### src/rtl/grant_arbiter_pkg.sv
// Shared definitions for the four-requester round-robin grant arbiter.
// Contents:
//   state_e  - arbiter FSM states (IDLE, GRANT, HANDOFF)
//   NUM_REQ  - number of requesting agents
//   IDX_W    - width of a requester index
//   HOLD_W   - width of the hold-time counter
//   rr_pick  - round-robin winner selection starting at a priority pointer
package grant_arbiter_pkg;

  localparam int NUM_REQ = 4;
  localparam int IDX_W   = 2;
  localparam int HOLD_W  = 8;

  typedef enum logic [1:0] {
    ST_IDLE    = 2'd0,
    ST_GRANT   = 2'd1,
    ST_HANDOFF = 2'd2
  } state_e;

  // Returns the first requesting index in the order ptr, ptr+1, ... (mod 4).
  // When no request is set the result is ptr; callers qualify with |req.
  function automatic logic [IDX_W-1:0] rr_pick(input logic [NUM_REQ-1:0] req,
                                               input logic [IDX_W-1:0]   ptr);
    logic [IDX_W-1:0] idx;
    logic             found;
    rr_pick = ptr;
    found   = 1'b0;
    for (int k = 0; k < NUM_REQ; k++) begin
      idx = ptr + IDX_W'(k);
      if (!found && req[idx]) begin
        rr_pick = idx;
        found   = 1'b1;
      end
    end
  endfunction

endpackage

### src/rtl/grant_arbiter_dec.sv
// 2-to-4 one-hot decoder used to drive the resource select lines.
// Ports:
//   idx_i       - 2-bit select index
//   onehot_o    - active-high one-hot decode of idx_i
//   onehot_n_o  - bitwise inverse of onehot_o (active-low enables)
module grant_arbiter_dec
  import grant_arbiter_pkg::*;
(
  input  logic [IDX_W-1:0]   idx_i,
  output logic [NUM_REQ-1:0] onehot_o,
  output logic [NUM_REQ-1:0] onehot_n_o
);

  always_comb begin
    onehot_o        = '0;
    onehot_o[idx_i] = 1'b1;
  end

  assign onehot_n_o = ~onehot_o;

endmodule

### src/rtl/grant_arbiter.sv
// Four-requester round-robin arbiter with a one-cycle dead slot between
// owners and hold-limit preemption.
// Parameters:
//   MAX_HOLD - grant cycles after which an owner is preempted when another
//              request is pending (1..255)
// Ports:
//   clk     - rising-edge clock
//   rst_n   - asynchronous active-low reset
//   req     - level-sensitive request per agent
//   gnt_idx - registered index of the current/last owner
//   gnt     - one-hot active-high grant, 0000 when no owner
//   gnt_n   - bitwise inverse of gnt
//   busy    - high while a grant is active
module grant_arbiter
  import grant_arbiter_pkg::*;
#(
  parameter int unsigned MAX_HOLD = 8
) (
  input  logic               clk,
  input  logic               rst_n,
  input  logic [NUM_REQ-1:0] req,
  output logic [IDX_W-1:0]   gnt_idx,
  output logic [NUM_REQ-1:0] gnt,
  output logic [NUM_REQ-1:0] gnt_n,
  output logic               busy
);

  localparam logic [HOLD_W-1:0] HOLD_MAX = HOLD_W'(MAX_HOLD);
  localparam logic [HOLD_W-1:0] HOLD_LIM = HOLD_W'(MAX_HOLD - 1);

  state_e              state_q, state_d;
  logic [IDX_W-1:0]    gnt_idx_q, gnt_idx_d;
  logic [IDX_W-1:0]    ptr_q, ptr_d;
  logic [HOLD_W-1:0]   hold_cnt_q, hold_cnt_d;

  logic [NUM_REQ-1:0]  dec_oh, dec_oh_n;
  logic [IDX_W-1:0]    next_ptr;
  logic                in_grant;
  logic                others_pending;

  grant_arbiter_dec u_dec (
    .idx_i      (gnt_idx_q),
    .onehot_o   (dec_oh),
    .onehot_n_o (dec_oh_n)
  );

  // Pointer the HANDOFF cycle arbitrates with; wraps 3 -> 0.
  assign next_ptr       = gnt_idx_q + IDX_W'(1);
  assign others_pending = |(req & ~dec_oh);

  always_ff @(posedge clk or negedge rst_n) begin
    if (!rst_n) begin
      state_q    <= ST_IDLE;
      gnt_idx_q  <= '0;
      ptr_q      <= '0;
      hold_cnt_q <= '0;
    end else begin
      state_q    <= state_d;
      gnt_idx_q  <= gnt_idx_d;
      ptr_q      <= ptr_d;
      hold_cnt_q <= hold_cnt_d;
    end
  end

  always_comb begin
    state_d    = state_q;
    gnt_idx_d  = gnt_idx_q;
    ptr_d      = ptr_q;
    hold_cnt_d = hold_cnt_q;
    unique case (state_q)
      ST_IDLE: begin
        if (|req) begin
          gnt_idx_d  = rr_pick(req, ptr_q);
          hold_cnt_d = '0;
          state_d    = ST_GRANT;
        end
      end
      ST_GRANT: begin
        if (hold_cnt_q < HOLD_MAX) begin
          hold_cnt_d = hold_cnt_q + HOLD_W'(1);
        end
        // Release wins over preemption; both leave through HANDOFF anyway.
        if (!req[gnt_idx_q]) begin
          state_d = ST_HANDOFF;
        end else if ((hold_cnt_q >= HOLD_LIM) && others_pending) begin
          state_d = ST_HANDOFF;
        end
      end
      ST_HANDOFF: begin
        ptr_d = next_ptr;
        if (|req) begin
          gnt_idx_d  = rr_pick(req, next_ptr);
          hold_cnt_d = '0;
          state_d    = ST_GRANT;
        end else begin
          state_d = ST_IDLE;
        end
      end
      default: begin
        state_d = ST_IDLE;
      end
    endcase
  end

  // Outputs depend only on registers, so reset clears the grant at once.
  assign in_grant = (state_q == ST_GRANT);
  assign gnt      = in_grant ? dec_oh   : '0;
  assign gnt_n    = in_grant ? dec_oh_n : '1;
  assign busy     = in_grant;
  assign gnt_idx  = gnt_idx_q;

endmodule

### config.mk
export PLATFORM = sky130hd
export DESIGN_NAME = grant_arbiter
export DESIGN_NICKNAME = d
export VERILOG_FILES = /design/src/rtl/grant_arbiter_pkg.sv /design/src/rtl/grant_arbiter_dec.sv /design/src/rtl/grant_arbiter.sv
export SDC_FILE = /design/constraint.sdc
export NUM_CORES = 1
export LEC_CHECK = 0
export ABC_AREA = 1
export BUFFER_PORTS_ARGS = -buffer_cell sky130_fd_sc_hd__buf_4
export CAP_MARGIN = 20
export CORE_UTILIZATION = 56
export CTS_CLUSTER_DIAMETER = 150
export DETAILED_ROUTE_END_ITERATION = 7
export GPL_TIMING_DRIVEN = 0
export PLACE_DENSITY = 0.89
export SLEW_MARGIN = 30
export SYNTH_ARGS = -nofsm -noshare
export SYNTH_HDL_FRONTEND = slang
export SYNTH_SLANG_ARGS = --single-unit
### constraint.sdc
create_clock -name clk -period 2.35 [get_ports clk]
set_input_delay 0.1175 -clock clk [delete_from_list [all_inputs] [get_ports clk]]
set_output_delay 0.1175 -clock clk [all_outputs]
set_load 0.05 [all_outputs]
Word level (Yosys, flattened, before mapping)

Index checks and enable logic that the tools add are counted.

Output and inout port bits: 11
Register bits after elaboration: 14
Word-level logic and storage cells: 113

Equal/unequal tests: 7
Muxes and demuxes: 57
Bitwise logic cells: 2
Reductions and logical operators: 23
Order comparisons: 12
Add/sub/neg operators: 8

Operators with widths:

| cell                                                              | count |
|---|---|
| 2-to-1 mux 1 bit                                                  | 29 |
| less-than comparator 2 x 3 -> 1 bit, second input constant        | 9 |
| 2-to-1 mux 2 bit                                                  | 11 |
| binary-select mux 1 bit (select 2 bit)                            | 9 |
| 2-to-1 mux 8 bit                                                  | 2 |
| one-hot mux 8 bit (2 select lines)                                | 1 |
| adder 2 bit, second input constant                                | 4 |
| adder 8 x 1 -> 8 bit, second input constant                       | 1 |
| greater-or-equal comparator 8 x 3 -> 1 bit, second input constant | 1 |
| logical AND 1 bit                                                 | 8 |
| less-than comparator 8 x 4 -> 1 bit, second input constant        | 1 |
| 2-to-1 mux 4 bit                                                  | 2 |
| OR reduction 4 bit                                                | 2 |
| adder 2 x 1 -> 2 bit, second input constant                       | 3 |
| logical NOT 1 bit                                                 | 6 |
| one-hot mux 2 bit (3 select lines)                                | 1 |
| AND reduction 3 bit                                               | 2 |
| bitwise AND 4 bit                                                 | 1 |
| != test 2 x 1 -> 1 bit, second input constant                     | 2 |
| != test 2 bit, second input constant                              | 2 |
| inverter 4 bit                                                    | 1 |
| one-hot mux 2 bit (2 select lines)                                | 1 |
| nonzero test 2 bit                                                | 2 |
| != test 3 x 2 -> 1 bit, second input constant                     | 1 |
| other kinds (7)                                                   | 7 |

Logic depth before layout (Yosys ltp)

Gate-level depths: netlist (run 1).

Depth in word-level cells: 21
Gate-level depth with buffers: 15
Mapped depth without buffers: 14

Hierarchy

From an unflattened synthesis (run 1), not the netlist that was laid out.

Cells, all modules: 208
Area total of the unflattened synthesis: 1216.2 µm²

By module, submodules not included:

| module            | area an instance (µm²) | sequential area each (µm²) | times used | cells each |
|---|---|---|---|---|
| grant_arbiter     | 1178.6                 | 350.3                      | 1          | 198 |
| grant_arbiter_dec | 37.5                   | 0.0                        | 1          | 10 |

Least setup slack after synthesis (run 1)

No wires, ideal clock.

Kind: reg2reg
From: register gnt_idx_q[0] (netlist: gnt_idx[0])
To: register gnt_idx_q[1] (netlist: gnt_idx[1])
Cell stages (with the launch flop): 16
Arrival: 2.089 ns
Slack: 0.140 ns
Period minus slack after synthesis: 2.210 ns
Library setup time: 0.121 ns
Cells stage by stage: dfrtp_1 -> buf_4 -> inv_4 -> ha_1 -> inv_2 -> nand2_1 -> nand2_2 -> nand2_1 -> nand2_2 -> nand3_1 -> nand2_1 -> nand2_1 -> nand3_1 -> nand2_1 -> nand2_1 -> a21oi_1

Cells in the longest elaborated chain, start to end: 21

Ends and longest elaborated chain:

| item                                   | RTL line                | text |
|---|---|---|
| from (decl)                            | grant_arbiter.sv:32     | `logic [IDX_W-1:0] gnt_idx_q, gnt_idx_d;` |
| from (signal assigned)                 | grant_arbiter.sv:59     | `gnt_idx_q <= gnt_idx_d;` |
| adder 2 x 1 -> 2 bit (*)               | grant_arbiter.sv:48     | `assign next_ptr = gnt_idx_q + IDX_W'(1);` |
| via next_ptr[0]                        | grant_arbiter.sv:37     | `logic [IDX_W-1:0] next_ptr;` |
| binary-select mux 1 bit (select 2 bit) | grant_arbiter_pkg.sv:30 | `if (!found && req[idx]) begin` |
| 2-to-1 mux 1 bit (implied by the code) | grant_arbiter_pkg.sv:30 |  |
| 2-to-1 mux 1 bit                       | grant_arbiter_pkg.sv:30 |  |
| 2-to-1 mux 1 bit                       | grant_arbiter.sv:91     | `if (\|req) begin` |
| 2-to-1 mux 1 bit                       | grant_arbiter.sv:70     | `unique case (state_q)` |
| logical NOT 1 bit                      | grant_arbiter_pkg.sv:30 |  |
| [... 6 more ...]                       | --                      |  |
| 2-to-1 mux 1 bit                       | grant_arbiter_pkg.sv:30 |  |
| 2-to-1 mux 1 bit                       | grant_arbiter.sv:91     |  |
| 2-to-1 mux 1 bit                       | grant_arbiter.sv:70     |  |
| logical NOT 1 bit                      | grant_arbiter_pkg.sv:30 |  |
| logical AND 1 bit                      | grant_arbiter_pkg.sv:30 |  |
| 2-to-1 mux 2 bit (*)                   | grant_arbiter_pkg.sv:30 |  |
| 2-to-1 mux 2 bit (*)                   | grant_arbiter.sv:91     |  |
| one-hot mux 2 bit (2 select lines) (*) | grant_arbiter.sv:70     |  |

Mark *: on every way through the listed nets, which the timed path passes. The rest lies on a longest branch. The select of a mux whose other input is x is not followed.
A chain may end at the register's enable or synchronous reset.

Worst setup path after layout (run 1)

Same ends and word-level chain as after synthesis.

==> results.toml, run 1 <==
[outcome]
outcome = "complete, no violations"

[die]
initial_core_util_pct = 60.7
ios = 17
die_w_um = 48.6
core_area_um2 = 2000
die_area_um2 = 2360
die_h_um = 48.6
placement_rows = 16

[drt]
first_pass_iters = 4
vias_per_cell = 5.32
dr_total_vias = 1267
drt-wirelength-per-cell_um = 11.7
postRouteAntennaNets = 0
drt-total-wl_mm = 2.78
drc = 0
drt_iter0_drc = 55

[worst_setup_path]
critPathBufInv = 3
crit_required_ps = 2530
crit_path_max_fanout = 11
arrival_ps = 2340
crit_family = "simple AND/OR/NAND/NOR gates"
end_kind = "flip-flop"
rrSetupSlack_ps = 180
crit_chain = "buf_4 > inv_4 > ha_1 > inv_2 > nand2_1 > nand2_2 > nand2_1 > nand2_2 > nand3_1 > nand2_1 > nand2_1 > nand3_1 > nand2_1 > nand2_1 > a21oi_1"
reg2reg_to = "gnt_idx[1]"
crit_type = "flip-flop to flip-flop"
max_stage_delay_ps = 410
crit_top_cell = "nand2_1"
start_kind = "flip-flop"
rr_worst_depth = 15
r2r-start = "gnt_idx[0]"
slowest_stage = "dfrtp_2"

[global_route]
grt_pass1_wl_mm = 4.80
antenna_found_initial = 0
grt_max_degree = 15
grt_overflow_total = 0
grt_pass1_vias = 1170
track_usage_pct = 25.6

[clock_network]
cts_tree = "built"
path_clk_slew_ps = 80
cts_sinks = 14
cts_buffer_depth = 2
htree_levels = 1
cts_root_buf = "clkbuf_4"
cts_setup_buffers = 0
numCtsBuffers = 3
clk_latency_ps = 280

[timing]
period_share_pct = 92.2
fin_setup_tns_ps = 0
min_period_ps = 2170
setup_viol = 0
setup_ws_ps = 184
max_freq_mhz = 462
worstMarginPinSlew_ps = 290
hold_viol = 0
maxSlewViolCount = 0
slew_headroom_pct = 80.6
rsz0062_at_grt = "no"
skew_ps = 1.98

[logic_synthesis]
ys_seq_area_share_pct = 28.8
synth_area_leaders = "dfrtp_1 (29%), nand2_1 (25%), nand3_1 (8.2%)"
synth_fa_ha_area_share_pct = 5.14
syn-cell-area_um2 = 1220
syn_avg_cell_area_um2 = 6.37
synth_cells = 191
yosysTopAreaCell = "dfrtp_1"
ys_ff_latch = 14
ys_types = 26
synth_ff_type = "dfrtp_1"
synth_top_family_by_area = "simple AND/OR/NAND/NOR gates"
synthXorXnorAreaFrac_pct = 0
synthTopCellsByCount = "nand2_1 (81), nand3_1 (20), inv_1 (18)"
synth_top_area_share_pct = 28.8
synth_compound_area_share_pct = 8.02
synth-async-reset-ratio_pct = 100
muxShareOfSynthArea_pct = 0
synth_most_common_cell = "nand2_1"
postSynthNetCount = 202
synthSimpleGateAreaFrac_pct = 48.8
synth_edf_count = 0
synth-warning-count = 0

[final_layout]
seq_area_um2 = 352
multi_input_area_um2 = 753
layout-drive-gt1-share_pct = 21.8
antenna_cells = 0
fill_cells = 177
layout.nets = 224
area_delta_synth_final_pct = 15.4

[place]
io_buffers = 16
finalWeightedCongestion = 0.852
dpl_worst_slack_ps = 162
hpwlAfterDp_mm = 2.22

[hold_path]
hp-class = "input pin to asynchronous set/reset pin"

[run]
maxCapViolCount = 0
-- repair_timing --
| action | in CTS | in global routing |
|---|---|---|
| hold endpoints to repair | 14 | 0 |
| resized for setup | 0 | 1 |
| hold buffers | 1 | 0 |
| endpoints found under the setup margin | 0 | 2 |
-- metrics by stage --
stage / instances / area (um^2) / util [%] / hold slack (ps)
after global routing: 238 / 1400 / 70.1 / 218
after detailed placement: 234 / 1370 / 68.4 / -28.8
after CTS: 238 / 1400 / 70.1 / 203
after floorplan: 191 / 1220 / - / -178
after global placement: 234 / 1370 / 68.4 / -31.1
final: 238 / 1400 / 70.1 / 205
-- registers in the layout, indices dropped and copies added, names as in the netlist --
name        flops
gnt_idx         2
ptr_q           2
hold_cnt_q      8
state_q         2
-- layout make-up --
class / count / area share (%)
Multi-Input combinational cell: 152 / 53.7
Sequential cell: 14 / 25.0
Timing Repair Buffer: 17 / 9.27
Inverter: 23 / 6.68
Tap cell: 27 / 2.41
Clock buffer: 3 / 1.60
Buffer: 2 / 1.34
-- worst max path at each step --
stage | start | end | slack [ps] | cells after the start
2_1_floorplan | gnt_idx[0] | gnt_idx[1] | 140 | 15
3_3_place_gp | gnt_idx[0] | gnt_idx[1] | 290 | 14
3_5_place_dp | gnt_idx[0] | gnt_idx[1] | 160 | 15
4_1_cts | gnt_idx[0] | gnt_idx[1] | 140 | 15
5_1_grt | gnt_idx[0] | gnt_idx[1] | 20 | 15
6_report | gnt_idx[0] | gnt_idx[1] | 180 | 15
-- layout by cell type (no fill, tap or decap), drive strengths merged --
cell type and n:
a41oi 1, clkbuf 3, and2 1, nand2 95, ha 5, a21oi 4
buf 18, dlygate4sd3 1, o2111ai 1, inv 23, nor2 12, o22ai 2
dfrtp 14, nand3 21, nand4 1, o21ai 8, nor3 1
-- layer usage --
layer	up-vias	wire length [um]	track usage, %
met5	-	0	0
met4	0	54	12.3
met3	5	41	1.26
met2	16	1470	47.5
met1	598	1210	29.6
li1	648	-	-
-- logic make-up after synthesis --
kind of cell / after synthesis
AO/OA/AOI/OAI: 16
adder cells (fa/ha/maj): 5
buffers and inverters: 25
flip-flops: 14
AND/OR/NAND/NOR: 131
Power of run 1 is left out: the tool's default activity adds up to more than one toggle a clock period on the data nets, which glitch-free logic cannot reach.
==> run 2: changes to the inputs <==
SETUP_SLACK_MARGIN = 0.5   (was not set)
==> results.toml, run 2 (synthesis gave the netlist of run 1 again) <==
[timing]
max_freq_mhz = 493
fin_setup_tns_ps = 0
min_period_ps = 2030
period_share_pct = 86.3
worstMarginPinSlew_ps = 288
skew_ps = 4.50
maxSlewViolCount = 0
slew_headroom_pct = 80.7
hold_viol = 0
hold_slack_ps = 221
setup_viol = 0
rsz0062_at_grt = "yes"

[clock_network]
cts_sinks = 14
htree_levels = 1
cts_root_buf = "clkbuf_4"
cts_buffer_depth = 2
clk_latency_ps = 290
path_clk_slew_ps = 90
numCtsBuffers = 3
cts_tree = "built"

[final_layout]
area_delta_synth_final_pct = 31.9
mostFrequentLayoutCell = "nand2_1"
fill_cells = 126
top_register = "hold_cnt_q"
final_cell_count_no_fill = 248
largest_reg_flops = 8
fin_area_um2 = 1600
final_cell_mix = "nand2_1 (71), buf_4 (24), inv_1 (18), nand3_1 (18), nand2_2 (17)"
layout-drive-gt1-share_pct = 32.6
antenna_cells = 0
layout.nets = 233

[place]
hpwlAfterDp_mm = 2.07
finalWeightedCongestion = 0.926
placed_cell_area_um2 = 1400
io_buffers = 16
placed_cells = 234

[run]
maxCapViolCount = 0

[global_route]
grt_overflow_total = 0
track_usage_pct = 26.1
grt_pass1_wl_mm = 5.00
grt_max_degree = 15
grt_pass1_vias = 1194
antenna_found_initial = 0

[die]
die_area_um2 = 2360
initial_core_util_pct = 60.7
placement_rows = 16
die_h_um = 48.6
die_w_um = 48.6
core_area_um2 = 2000
ios = 17

[drt]
drt_iter0_drc = 141
drt-wirelength-per-cell_um = 16.5
vias_per_cell = 6.21
dr_total_vias = 1540
first_pass_iters = 5
drc = 0
drt-total-wl_mm = 4.10
postRouteAntennaNets = 0

[worst_setup_path]
rrSetupSlack_ps = 320
end_kind = "flip-flop"
crit_path_max_fanout = 6
crit_required_ps = 2570
reg2reg_to = "gnt_idx[1]"
r2r-start = "gnt_idx[1]"
rr_worst_depth = 13
crit_type = "flip-flop to flip-flop"
start_kind = "flip-flop"
arrival_ps = 2250

[outcome]
outcome = "complete, no violations"

[hold_path]
hp-class = "input pin to asynchronous set/reset pin"
## run 2: worst max-delay path: stages (launching register included)
cell,delay [ps]
dfrtp_2,450
inv_1,120
ha_4,350
inv_6,60
nand2_4,70
nand2_4,80
nand2_4,80
nand2_4,80
a21oi_4,160
buf_6,120
nand3_1,80
nand2_1,100
nand2_1,70
a21oi_2,140
## run 2: through the flow
step / utilization (%) / setup WS, ps
CTS: 73.4 / 514
detailed placement: 70.1 / 458
finish: 80.1 / 322
global route: 80.1 / 304
floorplan: - / 471
global placement: 70.1 / 509
## run 2: metal layers
layer	vias to the layer above	track usage, %	part of all wire [%]
met5	-	0	0
met4	0	4.41	5.6
met3	36	5.66	13
met2	159	46.3	46
met1	684	32.7	35
li1	661	-	-
## run 2: what timing repair did
item,in CTS,in global routing
setup endpoints to repair,2,2
hold buffers,1,0
resized for setup,1,22
cloned,0,0
pin swaps,0,9
hold endpoints to repair,14,0
setup buffers,2,7
## run 2: worst max path at each step
stage	start	end	slack [ps]	depth (start not counted)
after CTS	gnt_idx[0]	gnt_idx[1]	510	14
after global routing	gnt_idx[1]	gnt_idx[1]	300	13
after floorplan	gnt_idx[0]	gnt_idx[0]	470	14
after global placement	gnt_idx[0]	gnt_idx[0]	510	14
final	gnt_idx[1]	gnt_idx[1]	320	13
after detailed placement	gnt_idx[0]	gnt_idx[0]	460	15
## run 2: area by class of cell
| class | count | area [um^2] | area share (%) |
|---|---|---|---|
| plain buffers | 2 | 26.3 | 1.64 |
| clock buffers | 4 | 36.3 | 2.26 |
| inverters | 23 | 109 | 6.79 |
| multi-input cells | 152 | 845 | 52.7 |
| flip-flops and latches | 14 | 353 | 22.0 |
| well taps | 27 | 33.8 | 2.11 |
| repair buffers | 26 | 201 | 12.6 |
Power of run 2 is left out for the same reason.
